<file path="config.mk">
export PLATFORM = sky130hd
export DESIGN_NAME = prog_counter
export DESIGN_NICKNAME = d
export VERILOG_FILES = /design/src/rtl/prog_counter.sv
export SDC_FILE = /design/constraint.sdc
export NUM_CORES = 1
export LEC_CHECK = 0
export BUFFER_PORTS_ARGS = -buffer_cell sky130_fd_sc_hd__buf_4
export CELL_PAD_IN_SITES_DETAIL_PLACEMENT = 1
export CELL_PAD_IN_SITES_GLOBAL_PLACEMENT = 1
export CORE_ASPECT_RATIO = 2
export CORE_MARGIN = 3
export CORE_UTILIZATION = 25
export CTS_CLUSTER_DIAMETER = 200
export CTS_CLUSTER_SIZE = 20
export DETAILED_ROUTE_END_ITERATION = 6
export PLACE_DENSITY_LB_ADDON = 0.12
export SYNTH_ARGS = -nofsm -noshare
export SYNTH_HDL_FRONTEND = slang
export SYNTH_SLANG_ARGS = --single-unit
</file>
<file path="constraint.sdc">
create_clock -name clk -period 6.7 [get_ports clk]
set_input_delay 0.335 -clock clk [delete_from_list [all_inputs] [get_ports clk]]
set_output_delay 0.335 -clock clk [all_outputs]
set_load 0.03 [all_outputs]
</file>
<file path="src/rtl/prog_counter.sv">
// ---------------------------------------------------------------------------
// prog_counter
//
// Programmable event counter: modulo-N, strided or saturating. The count
// lives in the range 0..limit inclusive. Each enabled cycle it moves by
// `step` in the direction chosen by `up_down`. When it crosses the range
// boundary it either saturates or wraps, depending on `sat_mode`. Each
// crossing produces a one-cycle wrap_pulse and sets a sticky flag for its
// direction.
//
// Parameters
//   WIDTH   width of count_out, data_load and limit
//   STEP_W  width of step (assumed <= WIDTH)
//
// Ports
//   clk         clock; all state updates on the rising edge
//   rst         synchronous reset, active-high
//   load_n      active-low synchronous load of data_load (clamped to limit)
//   ce          count enable
//   up_down     1 = count up, 0 = count down
//   step        amount added/subtracted per enabled cycle
//   limit       terminal value; legal count range is 0..limit
//   sat_mode    1 = saturate at the boundary, 0 = wrap
//   clr_flags   clears ovf_sticky / unf_sticky (a same-edge event wins)
//   data_load   value to load
//   count_out   registered count
//   max_count   combinational, count_out == limit
//   zero        combinational, count_out == 0
//   wrap_pulse  registered, high for one cycle after a boundary event
//   ovf_sticky  sticky overflow flag
//   unf_sticky  sticky underflow flag
//
// Per-edge priority: rst > load_n=0 > ce=1 > hold.
// ---------------------------------------------------------------------------
module prog_counter #(
  parameter int WIDTH  = 8,
  parameter int STEP_W = 4
) (
  input  logic              clk,
  input  logic              rst,
  input  logic              load_n,
  input  logic              ce,
  input  logic              up_down,
  input  logic [STEP_W-1:0] step,
  input  logic [WIDTH-1:0]  limit,
  input  logic              sat_mode,
  input  logic              clr_flags,
  input  logic [WIDTH-1:0]  data_load,
  output logic [WIDTH-1:0]  count_out,
  output logic              max_count,
  output logic              zero,
  output logic              wrap_pulse,
  output logic              ovf_sticky,
  output logic              unf_sticky
);

  // The arithmetic uses two guard bits. One absorbs the carry of
  // count+step. The other is the sign bit of the down-wrap remainder.
  localparam int EW = WIDTH + 2;

  typedef enum logic [1:0] {
    EV_NONE = 2'd0,
    EV_OVF  = 2'd1,
    EV_UNF  = 2'd2
  } event_e;

  // State
  logic [WIDTH-1:0] r_count;
  logic             r_wrap;
  logic             r_ovf;
  logic             r_unf;

  // Zero-extended operands
  logic [EW-1:0]        w_cnt_x;
  logic [EW-1:0]        w_lim_x;
  logic [EW-1:0]        w_step_x;

  // Candidate results
  logic [EW-1:0]        w_sum;      // count + step, no truncation
  logic [EW-1:0]        w_up_wrap;  // sum - (limit + 1)
  logic signed [EW-1:0] w_dn_wrap;  // count + limit + 1 - step
  logic [WIDTH-1:0]     w_load_val;

  // Next-state decision for a counting (ce=1) edge
  logic [WIDTH-1:0]     w_next_count;
  event_e               w_event;
  logic                 w_count_en;
  logic                 w_ovf_set;
  logic                 w_unf_set;

  assign w_cnt_x  = EW'(r_count);
  assign w_lim_x  = EW'(limit);
  assign w_step_x = EW'(step);

  assign w_sum     = w_cnt_x + w_step_x;
  assign w_up_wrap = w_sum - w_lim_x - EW'(1);
  assign w_dn_wrap = $signed(w_cnt_x + w_lim_x + EW'(1) - w_step_x);

  // A load never escapes the legal range; out-of-range data is clamped.
  assign w_load_val = (data_load <= limit) ? data_load : limit;

  // Load takes precedence over counting. The flag-set and pulse paths
  // therefore only look at ce when load_n is inactive.
  assign w_count_en = load_n && ce;

  always_comb begin
    // NOTE: every signal assigned in this block gets a default first, so no
    // path can leave it unassigned and infer a latch.
    w_next_count = r_count;
    w_event      = EV_NONE;

    if (r_count > limit) begin
      // limit was lowered below the current count. Pull the count back into
      // range before anything else. This counts as an overflow in any mode
      // and direction.
      w_next_count = limit;
      w_event      = EV_OVF;
    end else if (w_step_x == '0) begin
      // A zero stride is a hold, not an event.
      w_next_count = r_count;
    end else if (up_down) begin
      if (w_sum <= w_lim_x) begin
        // Landing exactly on limit stays inside the range.
        w_next_count = w_sum[WIDTH-1:0];
      end else begin
        w_event = EV_OVF;
        if (sat_mode) begin
          w_next_count = limit;
        end else if (w_up_wrap <= w_lim_x) begin
          w_next_count = w_up_wrap[WIDTH-1:0];
        end else begin
          // The stride is larger than the whole range, so one wrap cannot
          // bring it back inside. Restart from zero.
          w_next_count = '0;
        end
      end
    end else begin
      if (w_step_x <= w_cnt_x) begin
        // step fits in WIDTH bits here because it is <= count.
        w_next_count = r_count - w_step_x[WIDTH-1:0];
      end else begin
        w_event = EV_UNF;
        if (sat_mode) begin
          w_next_count = '0;
        end else if (!w_dn_wrap[EW-1]) begin
          // A non-negative remainder is at most limit, because step > count.
          w_next_count = w_dn_wrap[WIDTH-1:0];
        end else begin
          w_next_count = limit;
        end
      end
    end
  end

  assign w_ovf_set = w_count_en && (w_event == EV_OVF);
  assign w_unf_set = w_count_en && (w_event == EV_UNF);

  always_ff @(posedge clk) begin
    // NOTE: sequential state uses non-blocking assignments only, so every
    // register samples the values from before the edge.
    if (rst) begin
      r_count <= '0;
      r_wrap  <= 1'b0;
      r_ovf   <= 1'b0;
      r_unf   <= 1'b0;
    end else begin
      if (!load_n) begin
        r_count <= w_load_val;
      end else if (ce) begin
        r_count <= w_next_count;
      end

      r_wrap <= w_ovf_set || w_unf_set;

      // A clear and a same-edge set on one flag: the set wins. The other
      // flag still clears.
      r_ovf  <= (r_ovf && !clr_flags) || w_ovf_set;
      r_unf  <= (r_unf && !clr_flags) || w_unf_set;
    end
  end

  assign count_out  = r_count;
  assign max_count  = (r_count == limit);
  assign zero       = (r_count == '0);
  assign wrap_pulse = r_wrap;
  assign ovf_sticky = r_ovf;
  assign unf_sticky = r_unf;

endmodule
</file>
==> run_results.csv, run 1 <==
group,metric,value,unit
power_and_ir_drop,powerDensity,253,nW/um2
hold_path,hp-class,"primary input to flop",
timing,slew_viol_final,0,
power_and_ir_drop,ir_worst_vdd,88.4,uV
die,dieArea,14300,um2
worst_setup_path,cp_max_fo,10,
worst_setup_path,cp_num_buf_inv,0,
routing,drc_errors,0,
worst_setup_path,cpMaxStageDelayCell,"dfxtp_1",
timing,rsz0062_at_grt,"false",
clock_tree,clkTransAtPathRegs,40,ps
worst_setup_path,critPathMaxStageDelay,640,ps
finish,fin_nets,553,
routing,drt-met1-wl,4.92,mm
logic_synthesis,synthSimpleGateAreaFrac,0.232,
timing,tns,0,ps
routing,wl_per_cell,23.2,um
logic_synthesis,synth_adder_area_share,0.254,
routing,first_pass_iters,4,
clock_tree,cts_resized,0,
clock_tree,root_buffer,"clkbuf_16",
grt,grt_pass1_vias,3760,
logic_synthesis,synth_top_family_by_area,"compound AO/OA/AOI/OAI gates",
worst_setup_path,r2r_end,"count_out[2]",
logic_synthesis,synth.distinct_cells,67,
worst_setup_path,path_depth,18,
die,die_height,166,um
routing,dr_wl_met3,320,um
run_status,status,"complete, no violations",
place,gp_congestion,0.868,
routing,vias,3461,
logic_synthesis,netlist_top_cells_area,"ha_1, dfxtp_1, a21oi_1",
logic_synthesis,syn_area_per_cell,7.41,um2
logic_synthesis,yosysSeqAreaShare,0.0686,
clock_tree,worst_skew_pair.late_latency,240,ps
place,post-place-ws,1840,ps
clock_tree,cts_sinks,11,
logic_synthesis,synth.largest_area_cell,"ha_1",
place,dp_hpwl,12.2,mm
logic_synthesis,synth_top_area_frac,0.210,
timing,tightest_slew,705,ps
die,num_rows,58,
routing,routed.top_layer,"met4",
clock_tree,cts_buffers,3,
finish,fin_util,0.295,
clock_tree,hold_buffers,0,
worst_setup_path,r2r_cells,18,
logic_synthesis,muxShareOfSynthArea,0,
clock_tree,post_cts_buffers,0,
timing,setup_violations,0,
clock_tree,htree_levels,1,
logic_synthesis,synthFlopType,"dfxtp_1",
die,core,12600,um2
logic_synthesis,async_flop_share,0,
routing,viasPerCell,5.64,
timing,hold_viol,0,
grt,grt_overflow,0,
timing,worst_slack,1820,ps
routing,drt_wl_total,14.2,mm
die,num_io_pins,40,
worst_setup_path,end_kind,"flop",
logic_synthesis,synthCells,433,
worst_setup_path,start_kind,"flop",
logic_synthesis,synth.most_common_cell,"ha_1",
routing,drtAntennaViolNets,0,
routing,wl_met2,8.08,mm
worst_setup_path,crit_chain,"ha_1, nand2b_1, a21oi_1, nor2_1, xor2_1, ha_1, a21o_1, a221oi_1, o21ai_1, xor2_1, ha_1, nand4_1, o32a_1, o31ai_1, nand2_1, o32ai_1, o21ai_1, a311oi_2",
timing,fin_crit_sh,0.729,
logic_synthesis,syn_nets,521,
worst_setup_path,crit_path_end,"count_out[2]",
worst_setup_path,crit_type,"flop to flop",
die,start_util,0.256,
timing,skew,0.582,ps
finish,fill_cells,1583,
timing,fmax,205,MHz
grt,grt_max_degree,16,
grt,antenna_found_initial,0,
logic_synthesis,synth-xor-area-share,0.0573,
worst_setup_path,crit_family,"compound AO/OA/AOI/OAI gates",
worst_setup_path,crit_required,6850,ps
logic_synthesis,yosysWarnings,0,
worst_setup_path,critical_path.startpoint,"count_out[1]",
worst_setup_path,ff2ff_setup_slack,1820,ps
timing,post-route-min-period,4880,ps
routing,dr.first_iter.drc_count,131,
worst_setup_path,arrival,5040,ps
worst_setup_path,path_common_cell,"ha_1",
place,numPortBuffers,39,
clock_tree,clock_path_buffers,2,
flow_run,cap_violations,0,
die,die_w,86.1,um
finish,n_antenna_cell,0,
worst_setup_path,r2r-start,"count_out[1]",
logic_synthesis,ys_seq_elements,11,
logic_synthesis,yosys-top-cells-count,"ha_1, inv_1, a21oi_1, o21ai_0, nor2_1",
finish,area_delta_synth_final,15.5,%
clock_tree,cts_tree,"yes",
timing,slew_headroom,0.527,
finish,regArea,220,um2
grt,grt.total_usage,0.203,
logic_synthesis,synth_edf_count,0,
power_and_ir_drop,leakagePower,1.63,nW
logic_synthesis,syn-cell-area,3210,um2
finish,drive_above_1_share,0.119,
finish,multi_input_area,2750,um2
logic_synthesis,synth-compound-area-share,0.313,
grt,grt_pass1_wl,22.1,mm
## where the power goes
part	internal (mW)	switching [mW]	leakage (nW)	total, mW
clock network	0.0800	0.0305	0.0382	0.110
registers	0.0750	0.0307	0.0901	0.106
logic	0.269	0.452	1.50	0.721
total	0.424	0.513	1.63	0.937
## how the worst min path moves through the flow
stage,start,to,slack [ps],cells past startpoint
floorplan,clr_flags,ovf_sticky,520,2
global placement,unf_sticky,unf_sticky,460,2
detailed placement,unf_sticky,unf_sticky,470,2
CTS,rst,count_out[2],360,2
global route,rst,count_out[2],360,2
finish,rst,count_out[2],350,2
## metrics by stage
stage,hold slack [ps],cell area (um2),power [mW],instances
floorplan,517,3210,0.585,433
global placement,464,3630,0.825,610
detailed placement,474,3630,0.832,610
CTS,355,3710,0.946,614
global route,356,3710,1.03,614
finish,355,3710,0.937,614
## flip-flops by register name (all words and copies together) (netlist names)
name,count
unf_sticky,1
wrap_pulse,1
count_out,8
ovf_sticky,1
## final cells by class
type | count | area share
Inverter | 48 | 0.0486
Sequential cell | 11 | 0.0594
Multi-Input combinational cell | 362 | 0.741
Clock buffer | 4 | 0.0213
Timing Repair Buffer | 39 | 0.0789
Tap cell | 150 | 0.0506
## layer usage
| metal | vias up | global-route usage |
|---|---|---|
| met5 | - | 0 |
| met3 | 33 | 0.00993 |
| met4 | 0 | 0.108 |
| met1 | 1693 | 0.205 |
| met2 | 61 | 0.396 |
| li1 | 1674 | - |
## cells in the final DEF, fill, tap and decap left out, types with 4 or more instances in the layout
cell type	netlist	layout
and3_1	4	4
o211ai_1	8	8
o21a_1	4	4
a221oi_1	7	7
ha_1	54	54
a21oi_1	36	36
a31oi_1	4	4
xor2_1	6	6
o21ai_1	7	7
nand2_1	21	21
fa_1	7	7
nand3_1	18	18
nor2_1	24	24
buf_4	1	39
a211oi_1	8	8
inv_1	47	47
and2_1	9	9
nor2b_1	7	7
a21o_1	4	4
o2111ai_1	4	4
nand2b_1	10	10
dfxtp_1	11	11
o21ai_0	27	27
xnor2_1	15	15
nand4_1	7	7
nor3_1	14	14
## kinds of logic (layout without fill, tap and decap cells)
kind of cell    count (synthesis)  in the layout
compound gates                146            146
simple gates                  134            134
fa+ha+maj                      61             61
buf+inv                        60             91
xor+xnor                       21             21
flops                          11             11
## worst reg2reg max path, stage by stage (launching register included)
cell and delay (ps):
dfxtp_1 640, ha_1 370, nand2b_1 150, a21oi_1 200, nor2_1 90, xor2_1 250, ha_1 340, a21o_1 210
a221oi_1 430, o21ai_1 220, xor2_1 210, ha_1 340, nand4_1 130, o32a_1 310, o31ai_1 110, nand2_1 190
o32ai_1 250, o21ai_1 110, a311oi_2 240
Power figures use the tool's default switching activity.
==> run 2, diff against run 1 <==
clock period = 5.1 ns   (was 6.7 ns; I/O delays follow)
==> run_results.csv, run 2 (synthesis gave the netlist of run 1 again) <==
group,metric,value,unit
run_status,status,"complete, no violations",
die,die_height,166,um
grt,grt_overflow,0,
place,dp_hpwl,12.8,mm
hold_path,min_from,"rst",
timing,slew_viol_final,0,
routing,viasPerCell,5.73,
grt,busiest_layer,"met2",
finish,final_common_cell,"ha_1",
power_and_ir_drop,switching_share,0.548,
timing,rsz0062_at_grt,"false",
hold_path,hp-class,"primary input to flop",
finish,area_delta_synth_final,17.7,%
routing,drtAntennaViolNets,0,
worst_setup_path,start_kind,"flop",
worst_setup_path,crit_chain,"ha_1, nand2b_1, a21oi_1, nor2_1, xor2_1, ha_1, a21o_1, a221oi_2, o21ai_1, xor2_1, ha_1, a211oi_1, nand2_1, o31ai_2, nand2_1, o32ai_1, o21ai_1, a311oi_2",
clock_tree,worst_skew_pair.late_latency,240,ps
grt,grt_max_degree,12,
timing,skew,4.68,ps
power_and_ir_drop,power,1.26,mW
timing,slew_headroom,0.530,
worst_setup_path,path_common_cell,"ha_1",
die,dieArea,14300,um2
timing,tightest_slew,700,ps
clock_tree,clkTransAtPathRegs,50,ps
worst_setup_path,r2r_end,"count_out[2]",
place,gp_congestion,0.886,
hold_path,hold_end,"count_out[5]",
power_and_ir_drop,p_seq_frac,0.106,
routing,drt_wl_total,14.8,mm
finish,drive_above_1_share,0.138,
routing,wl_per_cell,23.8,um
routing,first_pass_iters,4,
finish,final_cell_mix,"ha_1, inv_1, buf_4, a21oi_1, o21ai_0",
routing,dr.first_iter.drc_count,178,
worst_setup_path,crit_required,5240,ps
power_and_ir_drop,ir_worst_vdd,114,uV
finish,regArea,220,um2
timing,tns,0,ps
power_and_ir_drop,p_clk_frac,0.116,
grt,grt_pass1_vias,3913,
timing,post-route-min-period,4760,ps
clock_tree,hold_buffers,0,
grt,grt.total_usage,0.209,
worst_setup_path,crit_type,"flop to flop",
power_and_ir_drop,powerDensity,333,nW/um2
worst_setup_path,arrival,4900,ps
finish,largest_register_ffs,8,
finish,n_antenna_cell,0,
worst_setup_path,crit_family,"compound AO/OA/AOI/OAI gates",
grt,grt_use_met3,0.0129,
clock_tree,root_buffer,"clkbuf_16",
worst_setup_path,cpMaxStageDelayCell,"dfxtp_1",
clock_tree,cts_sinks,11,
hold_path,whs_path_depth,2,
clock_tree,clock_path_buffers,2,
worst_setup_path,ff2ff_setup_slack,340,ps
worst_setup_path,cp_max_fo,5,
timing,fin_crit_sh,0.933,
die,num_io_pins,40,
place,numPortBuffers,39,
worst_setup_path,critPathMaxStageDelay,490,ps
die,die_w,86.1,um
flow_run,cap_violations,0,
worst_setup_path,end_kind,"flop",
worst_setup_path,cp_num_buf_inv,0,
finish,fill_cells,1559,
power_and_ir_drop,internal_power,0.569,mW
grt,grt_pass1_wl,22.7,mm
die,start_util,0.256,
finish,multi_input_area,2760,um2
die,core,12600,um2
grt,grtUsageMet1,0.207,
finish,fin_nets,561,
routing,drc_errors,0,
worst_setup_path,r2r-start,"count_out[1]",
grt,use_met2,0.401,
timing,fmax,210,MHz
routing,vias,3564,
power_and_ir_drop,leakagePower,1.67,nW
power_and_ir_drop,combPwrFrac,0.778,
grt,antenna_found_initial,0,
die,num_rows,58,
clock_tree,cts_tree,"yes",
worst_setup_path,r2r_cells,18,
clock_tree,htree_levels,1,
timing,hold_viol,0,
timing,setup_violations,0,
clock_tree,cts_buffers,3,
power_and_ir_drop,p_switching,0.689,mW
==> run 2: cell count changes in the layout (fill, tap and decap cells not counted), sizes merged <==
| cell | delta |
|---|---|
| buf | +8 |
==> run 2: power by group through the flow <==
stage | combinational [mW] | clock (mW) | sequential [mW]
CTS | 0.979 | 0.147 | 0.132
floorplan | 0.628 | 0 | 0.140
detailed placement | 0.973 | 0 | 0.133
finish | 0.978 | 0.146 | 0.133
global route | 1.08 | 0.154 | 0.133
global placement | 0.966 | 0 | 0.134
==> run 2: layout make-up <==
cell class                      count  share of cell area
Sequential cell                    11              0.0583
Clock buffer                        4              0.0209
Timing Repair Buffer               47              0.0933
Tap cell                          150              0.0497
Multi-Input combinational cell    362               0.730
Inverter                           48              0.0477
==> run 2: worst max path at each step <==
stage          cells after the start      endpoint          from  slack, ps
5_1_grt                           18  count_out[2]  count_out[3]        100
2_1_floorplan                     18  count_out[2]  count_out[1]        770
4_1_cts                           18  count_out[2]  count_out[1]        110
3_5_place_dp                      18  count_out[2]  count_out[1]        150
3_3_place_gp                      18  count_out[2]  count_out[1]        170
6_report                          18  count_out[2]  count_out[1]        340
==> run 2: metrics by stage <==
stage | cells | hold slack, ps | worst slack (ps) | instance area (um2) | util
after floorplan | 433 | 437 | 769 | 3210 | -
after global placement | 618 | 465 | 170 | 3690 | 0.294
after detailed placement | 618 | 481 | 146 | 3690 | 0.294
after CTS | 622 | 273 | 108 | 3770 | 0.300
after global routing | 622 | 288 | 96.4 | 3780 | 0.301
final | 622 | 269 | 341 | 3780 | 0.301
==> run 2: layer usage <==
layer | wire length, um | part of all wire | vias up
li1 | - | - | 1699
met1 | 5030 | 0.34 | 1735
met2 | 8310 | 0.56 | 89
met3 | 325 | 0.022 | 41
met4 | 1130 | 0.077 | 0
met5 | 0 | 0 | -
==> run 2: what timing repair did <==
item                       in CTS  in global routing
buffers inserted                0                  0
gates resized for setup         0                  2
setup endpoints to repair       0                  2
==> run 3, diff against run 2 <==
PLACE_DENSITY = 0.5   (was not set)
PLACE_DENSITY_LB_ADDON = not set   (was 0.12)
==> run_results.csv, run 3 (synthesis gave the netlist of run 1 again) <==
group,metric,value,unit
clock_tree,worst_skew_pair.late_latency,240,ps
finish,area_delta_synth_final,18.0,%
timing,fmax,209,MHz
clock_tree,clkTransAtPathRegs,40,ps
routing,wl_per_cell,23.8,um
timing,setup_violations,0,
grt,grt_overflow,0,
clock_tree,cts_sinks,11,
routing,routed.top_layer,"met4",
timing,slew_headroom,0.519,
power_and_ir_drop,powerDensity,334,nW/um2
finish,multi_input_area,2760,um2
worst_setup_path,path_common_cell,"ha_1",
worst_setup_path,cpMaxStageDelayCell,"dfxtp_1",
routing,dr.first_iter.drc_count,180,
place,gp_congestion,0.888,
grt,grt_pass1_wl,22.6,mm
routing,first_pass_iters,4,
worst_setup_path,crit_type,"flop to flop",
die,die_w,86.1,um
clock_tree,cts_resized,0,
worst_setup_path,end_kind,"flop",
flow_run,cap_violations,0,
routing,vias,3567,
finish,fin_nets,562,
finish,n_antenna_cell,0,
worst_setup_path,crit_chain,"ha_1, nand2b_1, a21oi_1, nor2_1, xor2_1, ha_1, a21o_1, a221oi_2, o21ai_1, xor2_1, ha_1, a211oi_1, nand2_1, o31ai_2, nand2_1, o32ai_1, o21ai_1, a311oi_2",
power_and_ir_drop,leakagePower,1.68,nW
timing,skew,4.62,ps
worst_setup_path,critPathMaxStageDelay,490,ps
finish,largest_register_ffs,8,
place,place_inst,619,
clock_tree,clock_path_buffers,2,
finish,fin_cells,623,
clock_tree,root_buffer,"clkbuf_16",
worst_setup_path,arrival,4930,ps
timing,slew_viol_final,0,
routing,viasPerCell,5.73,
die,start_util,0.256,
clock_tree,cts_tree,"yes",
finish,fin_util,0.302,
routing,drt-met1-wl,5.15,mm
routing,drt_wl_total,14.8,mm
die,die_height,166,um
worst_setup_path,cp_max_fo,5,
timing,fin_crit_sh,0.939,
timing,tns,0,ps
finish,final_cell_mix,"ha_1, buf_4, inv_1, a21oi_1, o21ai_0",
die,dieArea,14300,um2
die,num_rows,58,
hold_path,hp-class,"primary input to flop",
finish,drive_above_1_share,0.140,
routing,drtAntennaViolNets,0,
die,core,12600,um2
timing,post-route-min-period,4790,ps
grt,antenna_found_initial,0,
timing,hold_viol,0,
grt,grt_max_degree,12,
timing,tightest_slew,717,ps
worst_setup_path,start_kind,"flop",
clock_tree,cts_buffers,3,
die,num_io_pins,40,
run_status,status,"complete, no violations",
finish,fill_cells,1569,
routing,drc_errors,0,
grt,grt.total_usage,0.208,
grt,grt_pass1_vias,3915,
worst_setup_path,crit_required,5250,ps
place,numPortBuffers,39,
timing,rsz0062_at_grt,"false",
clock_tree,hold_buffers,0,
clock_tree,htree_levels,1,
place,dp_hpwl,12.8,mm
finish,final_common_cell,"ha_1",
power_and_ir_drop,ir_worst_vdd,108,uV
clock_tree,post_cts_buffers,0,
routing,wl_met2,8.38,mm
finish,regArea,220,um2
routing,dr_wl_met3,319,um
[run 3: changes by cell type in the layout (fill, tap and decap cells not counted)]
cell   before  now
buf_4      47   48
[run 3: routing by layer]
| metal | track usage | vias to the layer above |
|---|---|---|
| met1 | 0.206 | 1753 |
| met2 | 0.407 | 86 |
| met5 | 0 | - |
| li1 | - | 1693 |
| met4 | 0.117 | 0 |
| met3 | 0.0119 | 35 |
[run 3: per-stage QoR]
step | cell area (um2) | total power [mW] | hold WS (ps) | setup slack, ps
floorplan | 3210 | 0.768 | 437 | 769
global placement | 3700 | 1.10 | 467 | 199
detailed placement | 3700 | 1.11 | 477 | 153
CTS | 3780 | 1.26 | 283 | 106
global route | 3790 | 1.36 | 292 | 53.9
finish | 3790 | 1.26 | 291 | 313
[run 3: layout make-up]
type / instances / area share
inverters: 48 / 0.0476
multi-input cells: 362 / 0.729
flip-flops and latches: 11 / 0.0581
repair buffers: 48 / 0.0951
well taps: 150 / 0.0496
clock buffers: 4 / 0.0208
[run 3: final timing paths]
path | startpoint | end | slack (ps) | cells past startpoint
min | rst | count_out[5] | 290 | 2
min reg2reg | unf_sticky | unf_sticky | 480 | 2
max | count_out[1] | count_out[2] | 310 | 18
max reg2reg | count_out[1] | count_out[2] | 310 | 18
[run 3: critical path, delay by kind of cell, from the launching register on]
| family | cells | cell delay, ps |
|---|---|---|
| adders and majority gates | 3 | 910 |
| and+or+nand+nor | 4 | 530 |
| DFF | 1 | 490 |
| AOI/OAI and AO/OA | 9 | 2280 |
| xor gates and xnor gates | 2 | 480 |
[run 3: where the power goes]
| group | leakage, nW | switching [mW] | internal (mW) |
|---|---|---|---|
| clock network | 0.0382 | 0.0397 | 0.105 |
| registers | 0.0901 | 0.0284 | 0.0985 |
| logic | 1.55 | 0.625 | 0.367 |
